File: src/rtl/char_scan.sv
// Character buffer scanner: walks a ROWS x COLS character buffer in raster order and
// streams each code with its row/column through a small output FIFO under ready/valid.
module char_scan #(
  parameter int COLS  = 160,
  parameter int ROWS  = 64,
  parameter int DEPTH = 4
) (
  input  logic       clk,
  input  logic       rst,
  input  logic       start,
  output logic [7:0] r_row,
  output logic [7:0] r_col,
  input  logic [7:0] a_out,
  output logic [7:0] ch_out,
  output logic [7:0] ch_row,
  output logic [7:0] ch_col,
  output logic       eol,
  output logic       eof,
  output logic       ch_valid,
  input  logic       ch_ready,
  output logic       busy,
  output logic       frame_done
);

  localparam int PW  = (DEPTH > 1) ? $clog2(DEPTH) : 1;
  localparam int CW  = $clog2(DEPTH + 1);
  localparam int CW1 = CW + 1;
  localparam logic [7:0]    LAST_COL = 8'(COLS - 1);
  localparam logic [7:0]    LAST_ROW = 8'(ROWS - 1);
  localparam logic [PW-1:0] LAST_PTR = PW'(DEPTH - 1);

  typedef enum logic [1:0] {
    S_IDLE  = 2'd0,
    S_RUN   = 2'd1,
    S_DRAIN = 2'd2
  } state_t;

  state_t         state_q, state_d;
  logic [7:0]     prow_q, prow_d, pcol_q, pcol_d;
  logic [7:0]     r_row_q, r_row_d, r_col_q, r_col_d;
  logic           sta_q, sta_d;
  logic           stb_q;
  logic [7:0]     stb_row_q, stb_col_q;
  logic [7:0]     mem_ch_q  [DEPTH];
  logic [7:0]     mem_row_q [DEPTH];
  logic [7:0]     mem_col_q [DEPTH];
  logic [PW-1:0]  rd_ptr_q, rd_ptr_d, wr_ptr_q, wr_ptr_d;
  logic [CW-1:0]  count_q, count_d;
  logic [7:0]     ch_out_q, ch_out_d, ch_row_q, ch_row_d, ch_col_q, ch_col_d;
  logic           eol_q, eol_d, eof_q, eof_d;
  logic           ch_valid_q, ch_valid_d;
  logic           busy_q;
  logic           frame_done_q, frame_done_d;

  logic           pop_s, push_s, issue_s, last_s;
  logic [7:0]     cur_row_s, cur_col_s;
  logic [CW1-1:0] credit_s;
  logic [7:0]     head_ch_s, head_row_s, head_col_s;

  function automatic logic [PW-1:0] ptr_inc(input logic [PW-1:0] p);
    if (p == LAST_PTR) begin
      ptr_inc = PW'(0);
    end else begin
      ptr_inc = p + PW'(1);
    end
  endfunction

  assign pop_s  = ch_valid_q & ch_ready;
  assign push_s = stb_q;

  // Occupancy the FIFO would reach if every outstanding read landed, after this cycle's pop.
  assign credit_s = CW1'(count_q) + CW1'(sta_q) + CW1'(stb_q) - CW1'(pop_s);

  // Frame sequencing, issue pointer and read address.
  always_comb begin
    state_d      = state_q;
    prow_d       = prow_q;
    pcol_d       = pcol_q;
    r_row_d      = r_row_q;
    r_col_d      = r_col_q;
    sta_d        = 1'b0;
    frame_done_d = 1'b0;
    issue_s      = 1'b0;
    if (state_q == S_IDLE) begin
      cur_row_s = 8'd0;
      cur_col_s = 8'd0;
    end else begin
      cur_row_s = prow_q;
      cur_col_s = pcol_q;
    end
    last_s = (cur_row_s == LAST_ROW) && (cur_col_s == LAST_COL);
    case (state_q)
      S_IDLE:  issue_s = start;
      S_RUN:   issue_s = (credit_s < CW1'(DEPTH));
      S_DRAIN: begin
        if ((count_q == CW'(0)) && !sta_q && !stb_q) begin
          state_d      = S_IDLE;
          frame_done_d = 1'b1;
        end else begin
          state_d = S_DRAIN;
        end
      end
      default: state_d = S_IDLE;
    endcase
    if (issue_s) begin
      r_row_d = cur_row_s;
      r_col_d = cur_col_s;
      sta_d   = 1'b1;
      if (cur_col_s == LAST_COL) begin
        pcol_d = 8'd0;
        prow_d = cur_row_s + 8'd1;
      end else begin
        pcol_d = cur_col_s + 8'd1;
        prow_d = cur_row_s;
      end
      state_d = last_s ? S_DRAIN : S_RUN;
    end else begin
      sta_d = 1'b0;
    end
  end

  // FIFO pointers and the registered head; a push into an empty slot at the head is bypassed.
  always_comb begin
    count_d = count_q + CW'(push_s) - CW'(pop_s);
    if (pop_s) begin
      rd_ptr_d = ptr_inc(rd_ptr_q);
    end else begin
      rd_ptr_d = rd_ptr_q;
    end
    if (push_s) begin
      wr_ptr_d = ptr_inc(wr_ptr_q);
    end else begin
      wr_ptr_d = wr_ptr_q;
    end
    if (push_s && (rd_ptr_d == wr_ptr_q)) begin
      head_ch_s  = a_out;
      head_row_s = stb_row_q;
      head_col_s = stb_col_q;
    end else begin
      head_ch_s  = mem_ch_q[rd_ptr_d];
      head_row_s = mem_row_q[rd_ptr_d];
      head_col_s = mem_col_q[rd_ptr_d];
    end
    ch_valid_d = (count_d != CW'(0));
    if (ch_valid_d) begin
      ch_out_d = head_ch_s;
      ch_row_d = head_row_s;
      ch_col_d = head_col_s;
      eol_d    = (head_col_s == LAST_COL);
      eof_d    = (head_col_s == LAST_COL) && (head_row_s == LAST_ROW);
    end else begin
      ch_out_d = ch_out_q;
      ch_row_d = ch_row_q;
      ch_col_d = ch_col_q;
      eol_d    = eol_q;
      eof_d    = eof_q;
    end
  end

  // Control, read pipeline and output registers.
  always_ff @(posedge clk) begin
    if (rst) begin
      state_q      <= S_IDLE;
      prow_q       <= 8'd0;
      pcol_q       <= 8'd0;
      r_row_q      <= 8'd0;
      r_col_q      <= 8'd0;
      sta_q        <= 1'b0;
      stb_q        <= 1'b0;
      stb_row_q    <= 8'd0;
      stb_col_q    <= 8'd0;
      rd_ptr_q     <= PW'(0);
      wr_ptr_q     <= PW'(0);
      count_q      <= CW'(0);
      ch_out_q     <= 8'd0;
      ch_row_q     <= 8'd0;
      ch_col_q     <= 8'd0;
      eol_q        <= 1'b0;
      eof_q        <= 1'b0;
      ch_valid_q   <= 1'b0;
      busy_q       <= 1'b0;
      frame_done_q <= 1'b0;
    end else begin
      state_q      <= state_d;
      prow_q       <= prow_d;
      pcol_q       <= pcol_d;
      r_row_q      <= r_row_d;
      r_col_q      <= r_col_d;
      sta_q        <= sta_d;
      stb_q        <= sta_q;
      stb_row_q    <= r_row_q;
      stb_col_q    <= r_col_q;
      rd_ptr_q     <= rd_ptr_d;
      wr_ptr_q     <= wr_ptr_d;
      count_q      <= count_d;
      ch_out_q     <= ch_out_d;
      ch_row_q     <= ch_row_d;
      ch_col_q     <= ch_col_d;
      eol_q        <= eol_d;
      eof_q        <= eof_d;
      ch_valid_q   <= ch_valid_d;
      busy_q       <= (state_d != S_IDLE);
      frame_done_q <= frame_done_d;
    end
  end

  // FIFO storage, written from pipeline stage B.
  always_ff @(posedge clk) begin
    if (rst) begin
      for (int i = 0; i < DEPTH; i++) begin
        mem_ch_q[i]  <= 8'd0;
        mem_row_q[i] <= 8'd0;
        mem_col_q[i] <= 8'd0;
      end
    end else if (push_s) begin
      mem_ch_q[wr_ptr_q]  <= a_out;
      mem_row_q[wr_ptr_q] <= stb_row_q;
      mem_col_q[wr_ptr_q] <= stb_col_q;
    end else begin
      mem_ch_q[wr_ptr_q]  <= mem_ch_q[wr_ptr_q];
    end
  end

  assign r_row      = r_row_q;
  assign r_col      = r_col_q;
  assign ch_out     = ch_out_q;
  assign ch_row     = ch_row_q;
  assign ch_col     = ch_col_q;
  assign eol        = eol_q;
  assign eof        = eof_q;
  assign ch_valid   = ch_valid_q;
  assign busy       = busy_q;
  assign frame_done = frame_done_q;

endmodule
File: config.mk
export PLATFORM = sky130hd
export DESIGN_NAME = char_scan
export DESIGN_NICKNAME = d
export VERILOG_FILES = /design/src/rtl/char_scan.sv
export SDC_FILE = /design/constraint.sdc
export NUM_CORES = 1
export LEC_CHECK = 0
export BUFFER_PORTS_ARGS = -buffer_cell sky130_fd_sc_hd__buf_2
export CORE_UTILIZATION = 61
export CTS_CLUSTER_DIAMETER = 200
export CTS_CLUSTER_SIZE = 16
export DETAILED_ROUTE_END_ITERATION = 7
export PLACE_DENSITY_LB_ADDON = 0.08
export SYNTH_ARGS = -nofsm -noshare
export SYNTH_HDL_FRONTEND = slang
export SYNTH_SLANG_ARGS = --single-unit
File: constraint.sdc
create_clock -name clk -period 7.4 [get_ports clk]
set_input_delay 0.74 -clock clk [delete_from_list [all_inputs] [get_ports clk]]
set_output_delay 0.74 -clock clk [all_outputs]
set_load 0.05 [all_outputs]
== Yosys cells after proc, flatten, opt, wreduce, memory -nomap -nowiden ==
Memory sizes are Yosys's and may differ from the RTL's. A register that Yosys moved wholly into a read port is not among the register bits.
Index checks and enable logic that the tools add are counted.

* Memories kept: 3
* Register bits: 80
* Bits in writable memories: 96
* Input bits: 12
* Word-level logic and storage cells: 96

{| class="wikitable"
|+ Memory list
! memory !! depth !! bits a word !! read ports !! clocked after memory_dff !! wr ports !! line !! RTL
|-
| mem_ch_q || 4 || 8 || 1 || 1 || 4 || 44 || <nowiki>logic [7:0] mem_ch_q [DEPTH];</nowiki>
|-
| mem_col_q || 4 || 8 || 1 || 0 || 4 || 46 || <nowiki>logic [7:0] mem_col_q [DEPTH];</nowiki>
|-
| mem_row_q || 4 || 8 || 1 || 0 || 4 || 45 || <nowiki>logic [7:0] mem_row_q [DEPTH];</nowiki>
|}

* Muxes and demuxes: 34
* Eq/ne operators: 10
* Magnitude comparators: 1
* $add $sub $neg: 9
* Reductions and logical operators: 17
* Bitwise gates (word level): 3

{| class="wikitable"
|+ Operator list
! operator !! count
|-
| 8-bit 2-to-1 mux || 10
|-
| 8-bit OR reduction || 3
|-
| 2-bit 2-to-1 mux || 9
|-
| 8-bit by 1-bit adder with 8-bit output (second input constant) || 2
|-
| 8-bit by 6-bit equality test with 1-bit output (second input constant) || 2
|-
| 8-bit equality test (second input constant) || 2
|-
| 1-bit 2-to-1 mux || 13
|-
| 2-bit equality test (second input constant) || 3
|-
| 1-bit logical AND || 5
|-
| 2-bit by 1-bit adder with 2-bit output (second input constant) || 2
|-
| 3-bit by 1-bit adder with 4-bit output || 1
|-
| 4-bit by 1-bit adder with 4-bit output || 1
|-
| 4-bit by 3-bit < comparator with 1-bit output (second input constant) || 1
|-
| 2-bit case mux with 2 select lines || 1
|-
| 2-bit OR reduction || 2
|-
| 4-bit by 1-bit subtractor with 4-bit output || 1
|-
| 3-bit by 1-bit adder with 3-bit output || 1
|-
| 3-bit zero test || 1
|-
| 3-bit nonzero test || 1
|-
| 3-bit by 1-bit subtractor with 3-bit output || 1
|-
| 2-bit by 1-bit equality test with 1-bit output (second input constant) || 1
|-
| 2-bit equality test || 1
|-
| 1-bit zero test || 2
|-
| 2-bit zero test || 1
|-
| other kinds (7) || 7
|}

== Logic depth before layout (Yosys ltp) ==
* Depth in word-level cells: 8
* Gate-level depth with buffers: 14
* Gate-level depth less buffers: 12

== Worst setup path after synthesis ==
No wires, ideal clock.

* Kind: register to register
* Start point: register ch_valid_q (netlist: ch_valid)
* End point: register pcol_q[5]
* Setup time: 128 ps
* Setup slack: 4,355 ps
* Arrival time: 2,917 ps
* Clock period less this slack: 3,045 ps
* Stages on the path, launching flop included: 14
* Buffers on the path: 1
* Cell sequence: dfxtp_1 > nand2_1 > or2_2 > nand2_1 > ha_1 > a21o_1 > a21oi_1 > o211ai_1 > a21oi_2 > a21o_1 > clkbuf_1 > o21ai_0 > a21oi_1 > nor2_1

* Cells in the longest elaborated chain, start to end: 4

{| class="wikitable"
|+ RTL lines
! what !! line !! RTL
|-
| start: declaration || 51 || <nowiki>logic ch_valid_q, ch_valid_d;</nowiki>
|-
| start signal: assignment || 201 || <nowiki>ch_valid_q <= ch_valid_d;</nowiki>
|-
| 1-bit bitwise AND || 68 || <nowiki>assign pop_s = ch_valid_q & ch_ready;</nowiki>
|-
| 4-bit by 1-bit subtractor with 4-bit output || 72 || <nowiki>assign credit_s = CW1'(count_q) + CW1'(sta_q) + CW1'(stb_q) - CW1'(pop_s);</nowiki>
|-
| 4-bit by 3-bit < comparator with 1-bit output || 94 || <nowiki>S_RUN: issue_s = (credit_s < CW1'(DEPTH));</nowiki>
|-
| 1-bit case mux with 2 select lines || 92 || <nowiki>case (state_q)</nowiki>
|-
| end signal: assignment || 186 || <nowiki>pcol_q <= pcol_d;</nowiki>
|-
| end: declaration || 39 || <nowiki>logic [7:0] prow_q, prow_d, pcol_q, pcol_d;</nowiki>
|}

No other way between the ends.
A chain may end at the register's enable or synchronous reset.

==> impl_metrics.json <==
{
  "fillCellCount": 962,
  "drv_cap": 0,
  "clkPwrFrac_pct": 28.8,
  "synthDistinctLibCells": 65,
  "ys_warn_count": 0,
  "final_common_cell": "nand2_1",
  "post_cts.repair.setup_buffers": 0,
  "grt_util_all_layers_pct": 28.28,
  "worstSetupStartpointType": "primary input",
  "combPwrFrac_pct": 32.2,
  "synth.area.top_cells": "edfxtp_1 (35%), dfxtp_1 (22%), and2_1 (5.9%), nand2_1 (4.7%), nand3_1 (2.7%)",
  "setup_violations": 0,
  "end_kind": "flip-flop",
  "num_vias": 6089,
  "seq_area_mm2": 0.004644,
  "synth_compound_area_share_pct": 11.36,
  "die_y_um": 117.9,
  "required_ns": 7.47,
  "p_per_area_mw_per_mm2": 343.4,
  "wl_um": 18850,
  "std_cell_rows": 41,
  "status": "completed",
  "fin_crit_sh_pct": 43.93,
  "clock_latency_ns": 0.43,
  "power_frac_seq_pct": 39.0,
  "drcViolationCount": 0,
  "hold_buffers": 0,
  "syn_nets": 806,
  "slew_viol_final": 0,
  "ant_nets": 0,
  "path_class": "primary input to flip-flop",
  "ir_drop_mv": 0.2206,
  "synth_edf_count": 96,
  "cts-buffers-inserted": 17,
  "skew_ns": 0.01214,
  "placed_cell_area_mm2": 0.008561,
  "via_per_inst": 6.065,
  "netlist_area_mm2": 0.008193,
  "wl_per_cell_um": 18.78,
  "drive_gt1_share_pct": 15.14,
  "power_switching_mw": 1.156,
  "ys_seq_elements": 184,
  "initial_utilization_pct": 63.63,
  "antennaDiodeCount": 0,
  "io-pin-count": 57,
  "cts_max_path_buffers": 2,
  "finalSetupTns_ns": 0,
  "synth_top_family_by_area": "simple AND/OR/NAND/NOR gates",
  "rsz0062_at_grt": "false",
  "worstMarginPinSlew_ns": 1.262,
  "synth-xor-area-share_pct": 0.2138,
  "gp_congestion": 0.8962,
  "leakagePower_nw": 3.661,
  "multi_input_area_mm2": 0.003297,
  "power.internal_mw": 1.986,
  "clk_pin_slew_ns": 0.06,
  "core_mm2": 0.01288,
  "synth_fa_ha_area_share_pct": 1.466,
  "slew_headroom_pct": 15.87,
  "final_cell_mix": "nand2_1 (102), edfxtp_1 (96), dfxtp_1 (88)",
  "netSwitchingFraction_pct": 36.79,
  "grt_pass1_vias": 5812,
  "hold_viol": 0,
  "layout_setup_ws_ns": 4.149,
  "crit_fanout": 30,
  "htreeDepth": 4,
  "synth.avg_cell_area_um2": 10.44,
  "fin_area_mm2": 0.009149,
  "finalNonFillerCells": 1004,
  "io_buffers": 56,
  "root_buffer": "clkbuf_16",
  "syn2layout_area_growth_pct": 11.67,
  "cts.sinks": 184,
  "dieWidth_um": 117.9,
  "synth.area.mux_share_pct": 2.153,
  "yosysTopAreaCell": "edfxtp_1",
  "drt-initial-drc-count": 679,
  "dp_cells": 973,
  "dp_hpwl_um": 12140,
  "synth_cells": 785,
  "cp.arrival_ns": 3.32,
  "hp-class": "flip-flop to flip-flop",
  "post_cts_resized": 0,
  "cts_tree": "built",
  "synth_top_area_share_pct": 35.19,
  "die_area_mm2": 0.01390,
  "dp_slack_ns": 3.736,
  "nNetsFinal": 841,
  "drt_pass1_iterations": 5,
  "synth-simple-area-share_pct": 24.62,
  "grt_pass1_wl_um": 30330,
  "grt_start_max_net_pins": 49,
  "synthArstFlopShare_pct": 0,
  "antenna_found_initial": 0,
  "fmax_ghz": 0.3076,
  "grt_overflow": 0,
  "yosysSeqAreaShare_pct": 56.69,
  "finalCriticalPeriod_ns": 3.251,
  "synthFlopType": "edfxtp_1"
}
kinds of logic after synthesis:
kind of cell,after synthesis
compound gates,129
xor+xnor,2
fa+ha+maj,9
buf+inv,62
flops,184
mux,15
simple gates,384
power groups by stage:
| stage | Clock [mW] | Sequential (mW) | Combinational [mW] |
|---|---|---|---|
| finish | 0.905 | 1.23 | 1.01 |
| detailed placement | 0 | 1.25 | 1.00 |
| global placement | 0 | 1.24 | 0.976 |
| floorplan | 0 | 1.41 | 0.599 |
| global route | 0.953 | 1.24 | 1.11 |
| CTS | 0.914 | 1.23 | 1.01 |
final cells by class:
type / instances / share of cell area (%)
Sequential cell: 184 / 50.77
Inverter: 11 / 0.4513
Clock buffer: 21 / 5.156
Multi-Input combinational cell: 539 / 36.04
Tap cell: 172 / 2.352
Clock inverter: 10 / 1.272
Timing Repair Buffer: 67 / 3.966
synth_stat cells (7+ instances only):
library cell and instances:
a211oi_1 17, a21oi_1 33, a22o_1 17, a311oi_1 12, a31oi_1 8, and2_1 77
and3_1 27, buf_2 8, clkbuf_1 32, dfxtp_1 88, edfxtp_1 96, ha_1 8
inv_1 11, mux2i_1 12, nand2_1 102, nand3_1 45, nand3b_1 12, nor2_1 53
nor2b_1 21, nor3_1 9, o21ai_0 11, or2_2 7
flip-flops by register name, summed over array words and instances, names as in the netlist, 3 cells and up:
| signal | flops |
|---|---|
| pcol_q | 8 |
| ch_out | 8 |
| stb_col_q | 8 |
| ch_row | 8 |
| mem_col_q | 32 |
| prow_q | 8 |
| mem_ch_q | 32 |
| count_q | 3 |
| mem_row_q | 32 |
| r_col | 8 |
| stb_row_q | 8 |
| r_row | 8 |
| ch_col | 8 |
worst paths after layout:
check	from	slack, ns	end	depth (start not counted)
worst max-delay path	rst	4.15	mem_col_q[0][0]	6
worst min-delay path	pcol_q[1]	0.45	pcol_q[1]	2
worst max register to register	ch_valid	4.16	pcol_q[7]	12
worst min register to register	pcol_q[1]	0.45	pcol_q[1]	2
metal layers:
| metal | vias to the layer above | GRT usage [%] | wire length (µm) |
|---|---|---|---|
| met5 | - | 0 | 0 |
| met4 | 0 | 10.98 | 357 |
| met3 | 30 | 5.233 | 1054 |
| met2 | 229 | 46.99 | 9198 |
| met1 | 2937 | 36.70 | 8242 |
| li1 | 2893 | - | - |
metrics by stage:
step | util [%] | hold slack (ns) | total power, mW
2_1_floorplan | - | 0.4273 | 2.009
3_3_place_gp | 66.49 | 0.4380 | 2.217
3_5_place_dp | 66.49 | 0.4467 | 2.250
4_1_cts | 71.05 | 0.4551 | 3.151
5_1_grt | 71.05 | 0.4847 | 3.296
6_report | 71.05 | 0.4494 | 3.142
worst max-delay path, cell delays in order:
cell	delay, ns
buf_2	0.27
inv_1	0.82
nand2_1	0.38
nor3_2	0.23
buf_4	0.28
or2_2	0.57
(Power assumes the default switching activity.)
